## config.mk

```make
export PLATFORM = sky130hd
export DESIGN_NAME = regfile_wb_arbiter
export DESIGN_NICKNAME = d
export VERILOG_FILES = /design/src/rtl/regfile_wb_arbiter.sv
export SDC_FILE = /design/constraint.sdc
export NUM_CORES = 1
export LEC_CHECK = 0
export ABC_CLOCK_PERIOD_IN_PS = 1510
export CORE_ASPECT_RATIO = 1.2
export CORE_MARGIN = 3
export CORE_UTILIZATION = 36
export CTS_CLUSTER_DIAMETER = 120
export DETAILED_ROUTE_END_ITERATION = 16
export GPL_ROUTABILITY_DRIVEN = 0
export PLACE_DENSITY = 0.76
export SLEW_MARGIN = 10
export SYNTH_ARGS = -nofsm -noshare
export SYNTH_HDL_FRONTEND = slang
export SYNTH_SLANG_ARGS = --single-unit
```

## constraint.sdc

```tcl
create_clock -name i_clk -period 1.51 [get_ports i_clk]
set_input_delay 0.2265 -clock i_clk [delete_from_list [all_inputs] [get_ports i_clk]]
set_output_delay 0.2265 -clock i_clk [all_outputs]
set_load 0.05 [all_outputs]
```

## src/rtl/regfile_wb_arbiter.sv

```systemverilog
// regfile_wb_arbiter: round-robin write-back arbiter (ALU vs load return) for the register file
// plus a pending-load scoreboard with a sticky double-issue error flag.
module regfile_wb_arbiter #(
    parameter int DATA_W = 18,
    parameter int SEL_W  = 4
) (
    input  logic                i_clk,
    input  logic                i_rst_n,
    input  logic                i_alu_valid,
    input  logic [SEL_W-1:0]    i_alu_sel,
    input  logic [DATA_W-1:0]   i_alu_data,
    output logic                o_alu_ready,
    input  logic                i_mem_valid,
    input  logic [SEL_W-1:0]    i_mem_sel,
    input  logic [DATA_W-1:0]   i_mem_data,
    output logic                o_mem_ready,
    input  logic                i_ld_issue,
    input  logic [SEL_W-1:0]    i_ld_sel,
    output logic                o_wr_en,
    output logic [SEL_W-1:0]    o_wr_sel,
    output logic [DATA_W-1:0]   o_wr_data,
    output logic [2**SEL_W-1:0] o_pend_mask,
    output logic                o_ld_err
);
    localparam int N = 2**SEL_W;

    logic         r_last_mem;
    logic         w_alu_xfer;
    logic         w_mem_xfer;
    logic         w_err;
    logic [N-1:0] w_set;
    logic [N-1:0] w_clr;

    // Readies are gated by reset so every output reads 0 while rst_n is low.
    always_comb begin
        o_alu_ready = i_rst_n & i_alu_valid & (~i_mem_valid | r_last_mem);
        o_mem_ready = i_rst_n & i_mem_valid & (~i_alu_valid | ~r_last_mem);
        w_alu_xfer  = i_alu_valid & o_alu_ready;
        w_mem_xfer  = i_mem_valid & o_mem_ready;
        w_set       = i_ld_issue ? N'(1) << i_ld_sel : '0;
        w_clr       = w_mem_xfer ? N'(1) << i_mem_sel : '0;
        w_err       = i_ld_issue & o_pend_mask[i_ld_sel] & ~w_clr[i_ld_sel];
    end

    always_ff @(posedge i_clk or negedge i_rst_n) begin
        if (!i_rst_n) begin
            r_last_mem  <= 1'b1;
            o_wr_en     <= 1'b0;
            o_wr_sel    <= '0;
            o_wr_data   <= '0;
            o_pend_mask <= '0;
            o_ld_err    <= 1'b0;
        end else begin
            o_wr_en <= w_alu_xfer | w_mem_xfer;
            if (w_alu_xfer | w_mem_xfer) begin
                r_last_mem <= w_mem_xfer;
                o_wr_sel   <= w_alu_xfer ? i_alu_sel : i_mem_sel;
                o_wr_data  <= w_alu_xfer ? i_alu_data : i_mem_data;
            end
            // A new load supersedes a returning one to the same register.
            o_pend_mask <= (o_pend_mask & ~w_clr) | w_set;
            if (w_err)
                o_ld_err <= 1'b1;
        end
    end
endmodule
```

Word-level counts from Yosys, hierarchy flattened
Cells that the tools add are included.

operators by class
  add/sub/neg operators = 0
  bitwise operators = 18
  mux-type cells = 8
  reduce and logical (&&, ||, !) cells = 0
  divide/modulo/power cells = 0
  eq/ne operators = 0
  shifts and indexed selects = 2
  multipliers = 0
  magnitude comparators = 1

operator list
  operator                                                                      number
  16-bit two-way mux                                                            2
  1-bit by 4-bit left shift with 16-bit output, first input constant            2
  18-bit two-way mux                                                            1
  16-bit AND                                                                    1
  16-bit NOT                                                                    1
  16-bit OR                                                                     1
  1-bit AND                                                                     8
  1-bit binary-select mux with 4-bit select                                     2
  4-bit by 5-bit less-than comparator with 1-bit output, second input constant  1
  4-bit two-way mux                                                             1
  1-bit NOT                                                                     4
  1-bit OR                                                                      3
  1-bit two-way mux                                                             2

storage, ports and cells
  bits in registers = 41
  word-level logic and storage cells = 35
  ROM bits = 0
  latch bits = 0
  output and inout port bits = 42
  RAM bits = 0
  memories kept = 0

Logic depth before layout (Yosys ltp)
  depth after elaboration = 9
  mapped depth = 6
  gate-level depth less buffers = 6

Least setup slack after synthesis
Ideal clock, no wire load.

  kind = reg2reg
  start = register r_last_mem
  end = register o_wr_data[0]
  setup slack = -250 ps
  period minus slack after synthesis = 1,760 ps
  required time = 1,440 ps
  cell stages (with the launch flop) = 6
  setup time = 70 ps
  arrival time = 1,690 ps
  path through = dfstp_2 > inv_1 > a21oi_1 > clkbuf_1 > a222oi_1 > inv_1

between the ends
  elaborated cells between the ends (all ways) = 9
  those cells by class = mux (1); bitwise (8)

RTL lines
  what                                                   line    RTL
  start, declared                                        27      logic r_last_mem;
  start signal, assigned                                 56      r_last_mem <= w_mem_xfer;
  1-bit OR *                                             36      o_alu_ready = i_rst_n & i_alu_valid & (~i_mem_valid | r_last_mem);
  1-bit AND *                                            36
  via o_alu_ready                                        12      output logic o_alu_ready,
  1-bit AND *                                            38      w_alu_xfer = i_alu_valid & o_alu_ready;
  18-bit two-way mux / 1-bit OR (equally long branches)  58, 55
  end signal, assigned                                   58      o_wr_data <= w_alu_xfer ? i_alu_data : i_mem_data;
  end, declared                                          21      output logic [DATA_W-1:0] o_wr_data,

The timed path passes the listed nets; every way through them passes the cells marked *.
A chain may end at the register's enable or synchronous reset.

Final worst setup path
  start = register r_last_mem
  end = output port o_alu_ready

between the ends
  word-level cells in the longest chain between the ends = 2

ends and longest elaborated chain
  what           line
  1-bit OR       36
  1-bit AND      36
  end, declared  12

Every way passes these cells.

==> flow_summary.ini <==
[timing]
post-route-period-util_pct = 107.0
fin_skew_ns = 0.007124
setup_viol = 5
finalMaxSlewViolations = 0
finalWorstPathRequiredPeriod_ns = 1.616
worstMarginPinSlew_ns = 0.4017
hold_viol = 0
relSlewSlack_pct = 73.22
fin_ws_ns = -0.1059
rsz0062_at_grt = yes
fmax_mhz = 618.9

[job]
cap_violations = 0

[critical_path]
r2r_start = r_last_mem
cp-end-kind = primary output
reg2regPathDepth = 6
crit_path_start_kind = register
cp.arrival_ns = 1.39
r2r_slack_ns = -0.03
worst_r2r_endpoint = o_wr_data[16]
cp.required_ns = 1.28
setup.worst_path.class = reg2out
cp_max_fo = 2

[floorplan]
ios = 95
num_rows = 28
dieArea_sq_um = 6127
die_x_um = 71.96
core_sq_um = 4975
start_util_pct = 37.78
die_h_um = 85.15

[synth]
synth-seq-cells = 41
synthesis.area_sq_um = 1879
ys_seq_area_share_pct = 54.66
ys_types = 28
postSynthAreaPerCell_sq_um = 11.05
syn-num-nets = 223
yosysMostFrequentCell = dfrtp_1
synthTopCellsByArea = dfrtp_1 53%, a222oi_1 12%, o21ai_0 8.0%, inv_1 5.2%, mux4_2 4.8%
synth_common_cells = 40 x dfrtp_1, 30 x o21ai_0, 26 x inv_1
synth_top_area_share_pct = 53.26
synth_area_leader_cell = dfrtp_1
async_flop_share_pct = 100.0
postSynthCellCount = 170
ys.warnings.count = 0
ys.flop_type = dfrtp_1
synth-edff-count = 0

[cells_and_area]
fillers = 389
drive_gt1_share_pct = 35.52
syn2layout_area_growth_pct = 78.96
nNetsFinal = 342
diodes = 0
final_core_util_pct = 67.61
finalNonFillerCells = 350

[global_routing]
gr-total-overflow = 0
grt_pass1_wl_um = 9570
antenna_found_initial = 0
grt_pass1_vias = 1979
grt_max_degree = 32
grtUsageTotal_pct = 19.89

[placement]
portBuffers = 94
dpl.cell_count = 333
dp_hpwl_um = 4459

[detailed_routing]
wl_per_cell_um = 17.63
wirelength_um = 6170
vias_per_cell = 5.671
drt_iter0_markers = 249
ant_nets = 0
drc = 0
num_vias = 1985
first_pass_iters = 5

[clock_network]
cts_buffers = 5
tritoncts = done
clock-root-buffer = clkbuf_8
clk_latency_ns = 0.30
clkTransAtPathRegs_ns = 0.08
htreeDepth = 2
clock-sinks = 41
cts_buffer_depth = 2

[worst_hold_path]
min_path_type = in2async

[power_and_ir_drop]
p_leak_nw = 1.526
ir_drop_mv = 0.7869
power_density_nw_per_um2 = 1319

[status]
outcome = finished with violations
violations = negative setup slack
==> sequential cells by signal, indices dropped and copies added (netlist names) <==
signal,cells
r_last_mem,1
o_wr_sel,4
o_pend_mask,16
o_wr_data,18
o_wr_en,1
o_ld_err,1
==> cells in the final DEF (no fill, tap or decap), drive strengths merged <==
cell,n
a222oi,22
nand2b,3
o21ai,31
dlygate4sd3,2
dfrtp,40
buf,69
xnor2,3
o41ai,4
nand3b,2
or2b,1
or3,1
mux4,4
dfstp,1
nand2,6
or2,2
o21bai,1
dlymetal6s2s,1
mux2i,1
nand3,4
inv,26
o32ai,1
a21o,2
clkbuf,7
clkinvlp,1
clkdlybuf4s50,48
bufinv,1
nor3,1
a21oi,2
or3b,1
dlygate4sd2,2
==> critical path, stage by stage (launching register included) <==
cell     delay, ns
dfstp_2       0.55
buf_6         0.11
inv_4         0.03
a21oi_4       0.15
buf_12        0.13
buf_12        0.12
==> layer usage <==
layer  global-route usage [%]  vias up  share of wire [%]  wire [um]
li1                         -      881                  -          -
met1                    24.52      959                 39       2411
met2                    33.11      133                 48       2982
met3                    6.872       12                 11        690
met4                    5.299        0                1.4         85
met5                        0        -                  0          0
==> power breakdown <==
group	switching, mW	internal (mW)	total, mW
logic	1.13	0.862	1.99
clock network	0.385	0.538	0.923
registers	0.201	1.32	1.52
==> through the flow <==
stage                     power, mW  TNS, ns  setup WS [ns]  hold WS (ns)  cell area (sq um)
after CTS                     4.426   -1.103        -0.1125       0.08605               3289
final                         4.435  -0.2265        -0.1059       0.08641               3363
after detailed placement      3.463   -8.639        -0.4578        0.1716               3095
after global placement        3.435   -7.431        -0.4336        0.1681               3095
after floorplan               2.532        0      0.0003569      -0.06909               1902
after global routing          4.616  -0.5884        -0.1539        0.1270               3363
==> how the worst max path moves through the flow <==
stage / start / end / slack [ns] / cells past startpoint
floorplan: o_pend_mask[4] / o_ld_err / 0.0004 / 4
global placement: i_ld_sel[0] / o_ld_err / -0.43 / 5
detailed placement: i_ld_sel[0] / o_ld_err / -0.46 / 5
CTS: r_last_mem / o_mem_ready / -0.11 / 4
global route: r_last_mem / o_alu_ready / -0.15 / 5
finish: r_last_mem / o_alu_ready / -0.11 / 5
==> kinds of logic (layout without fill, tap and decap cells) <==
kind of cell,Yosys count,in the layout,share of synthesized area [%]
compound gates,63,63,24.10
xor+xnor,3,3,1.398
buf+inv,37,157,8.322
flops,41,41,54.66
mux,5,5,5.326
simple gates,21,21,6.192
==> area by class of cell <==
type                    count  area (sq um)  area share, %
clock buffers               6         82.58          2.455
clock inverters             2         37.54          1.116
inverters                  26         107.6          3.199
multi-input cells          92         715.7          21.28
flip-flops and latches     41          1042          30.99
well taps                  60         75.07          2.232
repair buffers            123          1303          38.73
==> repair_timing <==
item	4_1_cts	5_1_grt
gates cloned	1	1
gates resized for setup	8	8
setup endpoints to repair	9	27
hold buffers	2	0
hold endpoints to repair	9	0
pin swaps	1	11
buffers inserted	1	4
Power figures use the tool's default switching activity.
==> RTL edit, RTL diff (same settings) <==
Put one more register stage on the output `o_ld_err`, cleared by the reset. The value now appears one clock later. The other outputs are not delayed to match.
--- a/src/rtl/regfile_wb_arbiter.sv
+++ b/src/rtl/regfile_wb_arbiter.sv
@@ -26,2 +26,4 @@
 
+    logic o_ld_err_s0;
+
     logic         r_last_mem;
@@ -51,3 +53,3 @@
             o_pend_mask <= '0;
-            o_ld_err    <= 1'b0;
+            o_ld_err_s0 <= 1'b0;
         end else begin
@@ -62,5 +64,13 @@
             if (w_err)
-                o_ld_err <= 1'b1;
+                o_ld_err_s0 <= 1'b1;
         end
     end
+    always_ff @(posedge i_clk or negedge i_rst_n) begin
+        if (!i_rst_n) begin
+            o_ld_err <= '0;
+        end else begin
+            o_ld_err <= o_ld_err_s0;
+        end
+    end
+
 endmodule
Check against the original RTL: not equivalent (Yosys sat finds a counterexample within 4 cycles, from zero or initial values and one cycle with i_rst_n low).
==> RTL edit against the unedited design <==
- the flow still finishes with violations (negative setup slack)
- register-to-register slack improved by 0.04 ns
- setup slack improved by 0.020 ns
- die area rose by 2.5%
- synthesized area rose by 2.7%
- routed wire length rose by 7.2%
- combinational power rose by 5%
- count of clock-buffer cells in the layout fell by 1
- total power rose by 0.71%
- clock skew barely moved
- sequential cell count rose by 1
- design area rose by 4.5%
- largest power group unchanged
- highest routed layer unchanged
==> RTL edit: results <==
{
  "status": "finished, violations left",
  "failed_checks": "negative setup slack",
  "tightest_slew_ns": 0.5182,
  "met3_usage_pct": 7.193,
  "htreeDepth": 2,
  "synth_top_area_share_pct": 53.18,
  "met2WireLength_um": 3463,
  "cts_buffers": 5,
  "wl_um": 6615,
  "cp_max_fo": 6,
  "worst_slack_ns": -0.08543,
  "firstDrtPassIters": 5,
  "wl_met1_um": 2377,
  "hold_buffers": 1,
  "hold_class": "in2async",
  "clock_skew_ns": 0.007145,
  "synthAdderAreaFrac_pct": 0,
  "drive_above_1_share_pct": 36.84,
  "dp.cells": 347,
  "critPathArrivalTime_ns": 1.37,
  "fill_cells": 390,
  "vias": 2036,
  "ys_types": 31,
  "seq_area_frac_synth_pct": 54.54,
  "p_leak_nw": 1.623,
  "dp_hpwl_um": 4665,
  "drv_cap": 0,
  "hold-worst-slack_ns": 0.08568,
  "peakVddDrop_mv": 0.6877,
  "post_cts_resized": 4,
  "tns_ns": -0.1700,
  "wl_met3_um": 685,
  "finalSetupViolCount": 2,
  "yosys-top-cells-count": "dfrtp_1, o21ai_0, inv_1",
  "synthXorXnorAreaFrac_pct": 1.816,
  "max_stage_delay_ns": 0.57,
  "grt_pass1_wl_um": 10330,
  "drtIter0Drc": 246,
  "synthesis.nets": 227,
  "stdcell_count": 364,
  "track_usage_pct": 21.34,
  "grt_pass1_vias": 2062,
  "syn_area_per_cell_um2": 11.09,
  "synth.area.top_cells": "dfrtp_1, a222oi_1, o21ai_0, inv_1, o41ai_1",
  "postCtsSetupBuffers": 2,
  "use_met2_pct": 37.36,
  "reg2reg_slack_ns": 0.01,
  "use_met1_pct": 24.27,
  "r2r-end": "o_wr_data[12]",
  "grt_max_degree": 42,
  "synthMuxAreaShare_pct": 5.837,
  "synth_compound_area_share_pct": 22.37,
  "regToRegStartpoint": "r_last_mem",
  "yosys_warnings": 0
}
-- RTL edit: stage by stage --
step / power [mW] / setup WS (ns) / instance area [um2]
final: 4.467 / -0.08543 / 3515
after global placement: 3.514 / -0.3589 / 3244
after floorplan: 2.521 / 0.01277 / 1946
after global routing: 4.649 / -0.1407 / 3515
after detailed placement: 3.545 / -0.3958 / 3244
after CTS: 4.458 / -0.07793 / 3452
-- RTL edit: worst max path at each step --
| stage | start | end | slack (ns) | cells after the start |
|---|---|---|---|---|
| after CTS | i_alu_valid | o_alu_ready | -0.08 | 6 |
| after global placement | i_ld_sel[0] | o_ld_err_s0 | -0.36 | 5 |
| final | r_last_mem | o_mem_ready | -0.09 | 5 |
| after global routing | r_last_mem | o_mem_ready | -0.14 | 5 |
| after detailed placement | i_ld_sel[0] | o_ld_err_s0 | -0.40 | 5 |
| after floorplan | o_pend_mask[15] | o_ld_err_s0 | 0.01 | 4 |
-- RTL edit: final cells by class --
| class | count | area share, % |
|---|---|---|
| clock buffer | 5 | 1.958 |
| inverter | 26 | 2.990 |
| tap | 60 | 2.136 |
| clock inverter | 3 | 1.139 |
| multi-input combinational | 95 | 21.29 |
| sequential | 42 | 30.22 |
| timing repair buffer | 133 | 40.26 |
-- RTL edit: report_power, final --
part	internal, mW	leakage, nW	switching, mW
registers	1.34	0.484	0.184
logic	0.933	1.08	1.14
clock network	0.487	0.0579	0.379
-- RTL edit: logic make-up (layout without fill, tap and decap cells) --
logic type / count (synthesis) / count (layout)
compound gates: 59 / 59
xor+xnor: 4 / 4
buf+inv: 37 / 167
flops: 42 / 42
mux: 8 / 8
simple gates: 24 / 24
-- RTL edit: worst max-delay path: cells and delay by family, from the launching register on --
family,cells,cell delay [ns]
buffers and inverters,3,0.32
AND/OR/NAND/NOR,2,0.18
flip-flops,1,0.57
